===== src/rtl/rf_write_arbiter_if.sv =====
// Bundle for the shared register-file write port. The master side is the set of writeback
// requesters (and the regfile observing the port); the slave side is the arbiter.
interface rf_write_arbiter_if #(
  parameter int unsigned NREQ = 3,
  parameter int unsigned AW   = 5,
  parameter int unsigned DW   = 32,
  parameter int unsigned CW   = 16
);
  logic [NREQ-1:0]      req_valid;
  logic [NREQ-1:0]      req_ready;
  logic [NREQ*AW-1:0]   req_addr;
  logic [NREQ*DW-1:0]   req_data;
  logic                 we3;
  logic [AW-1:0]        wa3;
  logic [DW-1:0]        wd3;
  logic [1:0]           grant_id;
  logic [(1<<AW)-1:0]   pending_mask;
  logic [CW-1:0]        wr_count;

  modport master (
    output req_valid, req_addr, req_data,
    input  req_ready, we3, wa3, wd3, grant_id, pending_mask, wr_count
  );

  modport slave (
    input  req_valid, req_addr, req_data,
    output req_ready, we3, wa3, wd3, grant_id, pending_mask, wr_count
  );
endinterface


===== src/rtl/rf_write_arbiter.sv =====
// Round-robin arbiter sharing the register-file write port among ALU (0), load unit (1) and
// mul/div unit (2). Each requester has a one-entry holding register; the winner is moved into
// a registered write-port stage. A mask of outstanding destinations is exported for hazards.
module rf_write_arbiter #(
  parameter int unsigned NREQ = 3,
  parameter int unsigned AW   = 5,
  parameter int unsigned DW   = 32,
  parameter int unsigned CW   = 16
) (
  input logic              clk,
  input logic              reset_n,
  rf_write_arbiter_if.slave bus
);

  localparam logic [1:0] NoGrant = 2'd3;

  // Holding registers
  logic [NREQ-1:0] r_hold_valid;
  logic [AW-1:0]   r_hold_addr [NREQ];
  logic [DW-1:0]   r_hold_data [NREQ];

  // Round-robin pointer: index of the last winner
  logic [1:0]      r_last;

  // Write-port stage
  logic            r_we3;
  logic [AW-1:0]   r_wa3;
  logic [DW-1:0]   r_wd3;
  logic [1:0]      r_grant_id;
  logic [CW-1:0]   r_wr_count;

  logic [NREQ-1:0]     w_grant;
  logic                w_gnt_any;
  logic [1:0]          w_gnt_idx;
  logic [1:0]          w_cand;
  logic [NREQ-1:0]     w_xfer;
  logic [(1<<AW)-1:0]  w_pending;
  logic [AW-1:0]       w_gnt_addr;
  logic [DW-1:0]       w_gnt_data;

  // (base + step) mod 3 for base in 0..2, step in 1..3
  function automatic logic [1:0] rr_idx(input logic [1:0] base, input logic [1:0] step);
    logic [2:0] s;
    s = {1'b0, base} + {1'b0, step};
    if (s >= 3'd3) s = s - 3'd3;
    return s[1:0];
  endfunction

  // Arbitration: scan last+1, last+2, last+3 and grant the first held entry
  always_comb begin
    w_grant   = '0;
    w_gnt_any = 1'b0;
    w_gnt_idx = 2'd0;
    w_cand    = 2'd0;
    for (int k = 1; k <= 3; k++) begin
      w_cand = rr_idx(r_last, 2'(k));
      if (!w_gnt_any && r_hold_valid[w_cand]) begin
        w_gnt_any        = 1'b1;
        w_gnt_idx        = w_cand;
        w_grant[w_cand]  = 1'b1;
      end
    end
  end

  assign w_gnt_addr = r_hold_addr[w_gnt_idx];
  assign w_gnt_data = r_hold_data[w_gnt_idx];

  // A slot can accept when empty or when it is being drained this cycle
  assign bus.req_ready = ~r_hold_valid | w_grant;
  assign w_xfer        = bus.req_valid & bus.req_ready;

  // Holding registers: capture on transfer, clear when granted with no refill
  always_ff @(posedge clk or negedge reset_n) begin
    if (!reset_n) begin
      r_hold_valid <= '0;
      for (int i = 0; i < NREQ; i++) begin
        r_hold_addr[i] <= '0;
        r_hold_data[i] <= '0;
      end
    end else begin
      for (int i = 0; i < NREQ; i++) begin
        if (w_xfer[i]) begin
          r_hold_valid[i] <= 1'b1;
          r_hold_addr[i]  <= bus.req_addr[i*AW +: AW];
          r_hold_data[i]  <= bus.req_data[i*DW +: DW];
        end else if (w_grant[i]) begin
          r_hold_valid[i] <= 1'b0;
        end
      end
    end
  end

  // Round-robin pointer advances only on a grant; reset makes requester 0 top priority
  always_ff @(posedge clk or negedge reset_n) begin
    if (!reset_n) begin
      r_last <= 2'd2;
    end else if (w_gnt_any) begin
      r_last <= w_gnt_idx;
    end
  end

  // Write-port stage; writes to r0 occupy the port slot but never assert we3
  always_ff @(posedge clk or negedge reset_n) begin
    if (!reset_n) begin
      r_we3      <= 1'b0;
      r_wa3      <= '0;
      r_wd3      <= '0;
      r_grant_id <= NoGrant;
      r_wr_count <= '0;
    end else if (w_gnt_any) begin
      r_we3      <= (w_gnt_addr != '0);
      r_wa3      <= w_gnt_addr;
      r_wd3      <= w_gnt_data;
      r_grant_id <= w_gnt_idx;
      if (w_gnt_addr != '0) r_wr_count <= r_wr_count + 1'b1;
    end else begin
      r_we3      <= 1'b0;
      r_grant_id <= NoGrant;
    end
  end

  // Outstanding destinations: held entries plus the write on the port; r0 never pends
  always_comb begin
    w_pending = '0;
    for (int i = 0; i < NREQ; i++) begin
      if (r_hold_valid[i]) w_pending[r_hold_addr[i]] = 1'b1;
    end
    if (r_we3) w_pending[r_wa3] = 1'b1;
    w_pending[0] = 1'b0;
  end

  assign bus.we3          = r_we3;
  assign bus.wa3          = r_wa3;
  assign bus.wd3          = r_wd3;
  assign bus.grant_id     = r_grant_id;
  assign bus.pending_mask = w_pending;
  assign bus.wr_count     = r_wr_count;

endmodule


===== src/flat_wrapper.sv =====
// flat-port wrapper written by rule: the top's interface ports become plain ports
module rf_write_arbiter_flat 
#(
  parameter int unsigned NREQ = 3,
  parameter int unsigned AW   = 5,
  parameter int unsigned DW   = 32,
  parameter int unsigned CW   = 16
)
  (clk, reset_n, bus_req_valid, bus_req_addr, bus_req_data, bus_req_ready, bus_we3, bus_wa3, bus_wd3, bus_grant_id, bus_pending_mask, bus_wr_count);
  rf_write_arbiter_if #(.NREQ(NREQ), .AW(AW), .DW(DW), .CW(CW)) bus_i ();
  input logic clk;
  input logic reset_n;
  input wire logic [$bits(bus_i.req_valid)-1:0] bus_req_valid;
  input wire logic [$bits(bus_i.req_addr)-1:0] bus_req_addr;
  input wire logic [$bits(bus_i.req_data)-1:0] bus_req_data;
  output wire logic [$bits(bus_i.req_ready)-1:0] bus_req_ready;
  output wire logic [$bits(bus_i.we3)-1:0] bus_we3;
  output wire logic [$bits(bus_i.wa3)-1:0] bus_wa3;
  output wire logic [$bits(bus_i.wd3)-1:0] bus_wd3;
  output wire logic [$bits(bus_i.grant_id)-1:0] bus_grant_id;
  output wire logic [$bits(bus_i.pending_mask)-1:0] bus_pending_mask;
  output wire logic [$bits(bus_i.wr_count)-1:0] bus_wr_count;
  assign bus_i.req_valid = bus_req_valid;
  assign bus_i.req_addr = bus_req_addr;
  assign bus_i.req_data = bus_req_data;
  assign bus_req_ready = bus_i.req_ready;
  assign bus_we3 = bus_i.we3;
  assign bus_wa3 = bus_i.wa3;
  assign bus_wd3 = bus_i.wd3;
  assign bus_grant_id = bus_i.grant_id;
  assign bus_pending_mask = bus_i.pending_mask;
  assign bus_wr_count = bus_i.wr_count;
  rf_write_arbiter #(.NREQ(NREQ), .AW(AW), .DW(DW), .CW(CW)) u_core (.clk(clk), .reset_n(reset_n), .bus(bus_i));
endmodule

===== config.mk =====
export PLATFORM = sky130hd
export DESIGN_NAME = rf_write_arbiter_flat
export DESIGN_NICKNAME = d
export VERILOG_FILES = /design/src/rtl/rf_write_arbiter_if.sv /design/src/rtl/rf_write_arbiter.sv /design/src/flat_wrapper.sv
export SDC_FILE = /design/constraint.sdc
export NUM_CORES = 1
export LEC_CHECK = 0
export ABC_AREA = 1
export CORE_AREA = 2 2 142 158
export CTS_CLUSTER_SIZE = 25
export DETAILED_ROUTE_END_ITERATION = 6
export DIE_AREA = 0 0 144 160
export DONT_BUFFER_PORTS = 1
export PLACE_DENSITY = 0.6
export SLEW_MARGIN = 20
export SYNTH_ARGS = -nofsm -noshare
export SYNTH_HDL_FRONTEND = slang
export SYNTH_SLANG_ARGS = --single-unit
export TNS_END_PERCENT = 10

===== constraint.sdc =====
create_clock -name clk -period 3.2 [get_ports clk]
set_clock_uncertainty 0.05 [all_clocks]
set_input_delay 0.16 -clock clk [delete_from_list [all_inputs] [get_ports clk]]
set_output_delay 0.16 -clock clk [all_outputs]
set_load 0.02 [all_outputs]

==> metrics <==
Slew @ Worst Pin 0.717 ns; share of cells above drive strength 1 about a fifth; mean post-synth cell area 9.66 µm²; Synth area leaders dfrtp_1 49%, mux2_2 12%, nand2_1 6.4%, nand3_1 3.3%, nor2_1 3.2%; first-pass GRT wire length ~41000 µm; clk_lat worst skew ~0.42 ns; ANT nets after route 0; Required @ worst endpoint about 3.5 ns; core area 21600 µm²; Final period util 92.6%; synthesized area just under 9000 µm²; CTS tree built; CP Launch Type flop; n_diodes 0; Die Span Y 160 µm; WP depth 12; Final Core Density 50.2%; IO Port Bufs 0; non-filler cells, final 1330; Final Hold Viols 172; H-tree lvl count 4; DP Cell Count ~1200; CP Capture Type flop; routed wire length 25800 µm; Buffers & Inverters on Critical Path 3; Placement Cell Area ~9100 µm²; post-synthesis sequential area ratio about half; Synth async-reset ratio 100%; Post-CTS Setup Inserts 0; Synth cell types between 40 and 50; Worst R2R Path Depth 12; starting density of the core about two fifths; violated checks negative hold slack; cell count after synthesis 897; endpoints failing setup 0; flops & latches, synth 172; Wirelength per Cell 19.4 µm; initial antenna violation count 0; Via density around 5.4; GRT Overall Usage 23.0%; slowest cell delay on critical path between 0.5 and 0.6 ns; Final Max Slew Viols 0; most common cell after layout, fill and taps aside dfrtp_1; final setup TNS 0 ns; GPL Wtd Cong about 0.91; vias in the first global route 7489; Syn Nets between 1000 and 1500; design area roughly 11000 µm²; Overflow after GRT 0; Ys Warns 0; Area Overhead vs Synth 25.2%; MaxCap Viol Count 0; NumNets Final around 1100; clock root cell clkbuf_16; DRC 0; maximum clock path buffer count 2; Die W about 140 µm; status complete, but fails checks; detailed-router iteration count before antenna repair 5; Synth top area share approximately 49%; Hold Crit Class in -> async; hpwl dp approximately 17000 µm; CTS Sinks between 150 and 200; vias 7165; die area about 23000 µm²; Tmin final a little under 3 ns; crit path max-delay cell type dlygate4sd3_1; RSZ-0062 raised after global routing false; clock slew at reported path FFs around 0.070 ns; crit path DAT 3.22 ns; Num CTS Buffers 17; fmax around 0.34 GHz; Synth area leader dfrtp_1; Setup Crit Path Kind reg -> reg; crit-path max FO 11; Post-synth EDFFs 0; Ports 207; row cnt 57; most frequent cells in the layout 169 x dfrtp_1, 144 x nand2_1, 115 x dlygate4sd3_1, 95 x mux2_2, 74 x nor2_1; CP top delay family simple AND/OR/NAND/NOR gates; hold slack -0.623 ns; largest net degree at the start of global routing ~170; CP Cell Sequence inv_1, ha_2, inv_4, nand2_2, nand3_2, nand2_4, nand4_1, o211ai_2, nand2_2, nor2_1, a21oi_1, dlygate4sd3_1; hold_buf cts ~120; Slew headroom between 50% and 60%; ys flop type dfrtp_1; drt initial violations approximately 400; cell repeated most along the worst path nand2_2
-- metal layers --
layer	up-vias	wire [µm]	share of wire [%]	GRT usage [%]
li1	3364	-	-	-
met1	3543	10500	41	27.4
met2	227	13100	51	40.2
met3	31	1650	6.4	6.12
met4	0	437	1.7	6.86
met5	-	0	0	0
-- timing repair --
item | CTS | global route
hold endpoints to repair | 284 | 172
setup endpoints to repair | 0 | 4
gates resized for setup | 0 | 1
-- cell type report --
class | count | area (µm²)
Multi-Input combinational cell | 624 | 3950
Sequential cell | 172 | 4310
Clock inverter | 11 | 109
Inverter | 66 | 253
Timing Repair Buffer | 142 | 1400
Clock buffer | 20 | 457
Fill cell | 2001 | 10800
Tap cell | 295 | 369
-- sequential cells by signal, summed over array words and instances (netlist names) --
| name | count |
|---|---|
| u_core.r_hold_data | 96 |
| u_core.bus.wd3 | 32 |
| u_core.bus.wr_count | 16 |
| u_core.r_hold_addr | 15 |
| u_core.bus.wa3 | 5 |
| u_core.r_hold_valid | 3 |
| u_core.bus.grant_id | 2 |
| u_core.r_last | 2 |
| u_core.bus.we3 | 1 |
-- stage by stage --
step                hold slack (ns)  setup slack [ns]
CTS                          -0.638             0.163
detailed placement           -0.179             0.268
global route                 -0.650            0.0118
global placement             -0.179             0.319
finish                       -0.623             0.235
floorplan                    -0.186             0.447
-- kinds of logic (layout without fill, tap and decap cells) --
kind of cell	after synthesis	after routing	synth area share, %
and+or+nand+nor	351	351	18.7
DFF	172	172	49.7
AOI/OAI and AO/OA	157	157	11.9
buffers and inverters	101	239	4.94
muxes	95	95	12.4
xor gates and xnor gates	13	13	1.31
adders and majority gates	7	7	1.01
other	1	1	0.0433
-- cell usage after synthesis (10+ instances only) --
| library cell | instances |
|---|---|
| nor2_1 | 74 |
| a21oi_1 | 36 |
| o211ai_1 | 31 |
| nor3_1 | 32 |
| nand3_1 | 57 |
| clkbuf_1 | 17 |
| o21ai_0 | 37 |
| nand2_2 | 18 |
| nand2_1 | 147 |
| mux2_2 | 95 |
| o221ai_1 | 29 |
| buf_2 | 10 |
| a22oi_1 | 14 |
| dfrtp_1 | 169 |
| inv_1 | 56 |
-- final timing paths --
kind	startpoint	to	slack (ns)
min in group clk	bus_req_valid[0]	u_core.r_hold_valid[0]$_DFFE_PN0P_	0.02
max reg2reg	u_core.r_last[1]$_DFFE_PN1N_	u_core.r_hold_addr[6]$_DFFE_PN0P_	0.24
min	reset_n	u_core.r_hold_data[45]$_DFFE_PN0P_	-0.62
min reg2reg	u_core.r_hold_data[20]$_DFFE_PN0P_	u_core.bus.wd3[20]$_DFFE_PN0N_	0.45
max	u_core.r_last[1]$_DFFE_PN1N_	u_core.r_hold_addr[6]$_DFFE_PN0P_	0.24
max in group asynchronous	reset_n	u_core.bus.grant_id[0]$_DFF_PN1_	3.39
Power is left out: the tool's default activity adds up to more than one toggle a clock period on the data nets, which glitch-free logic cannot reach.
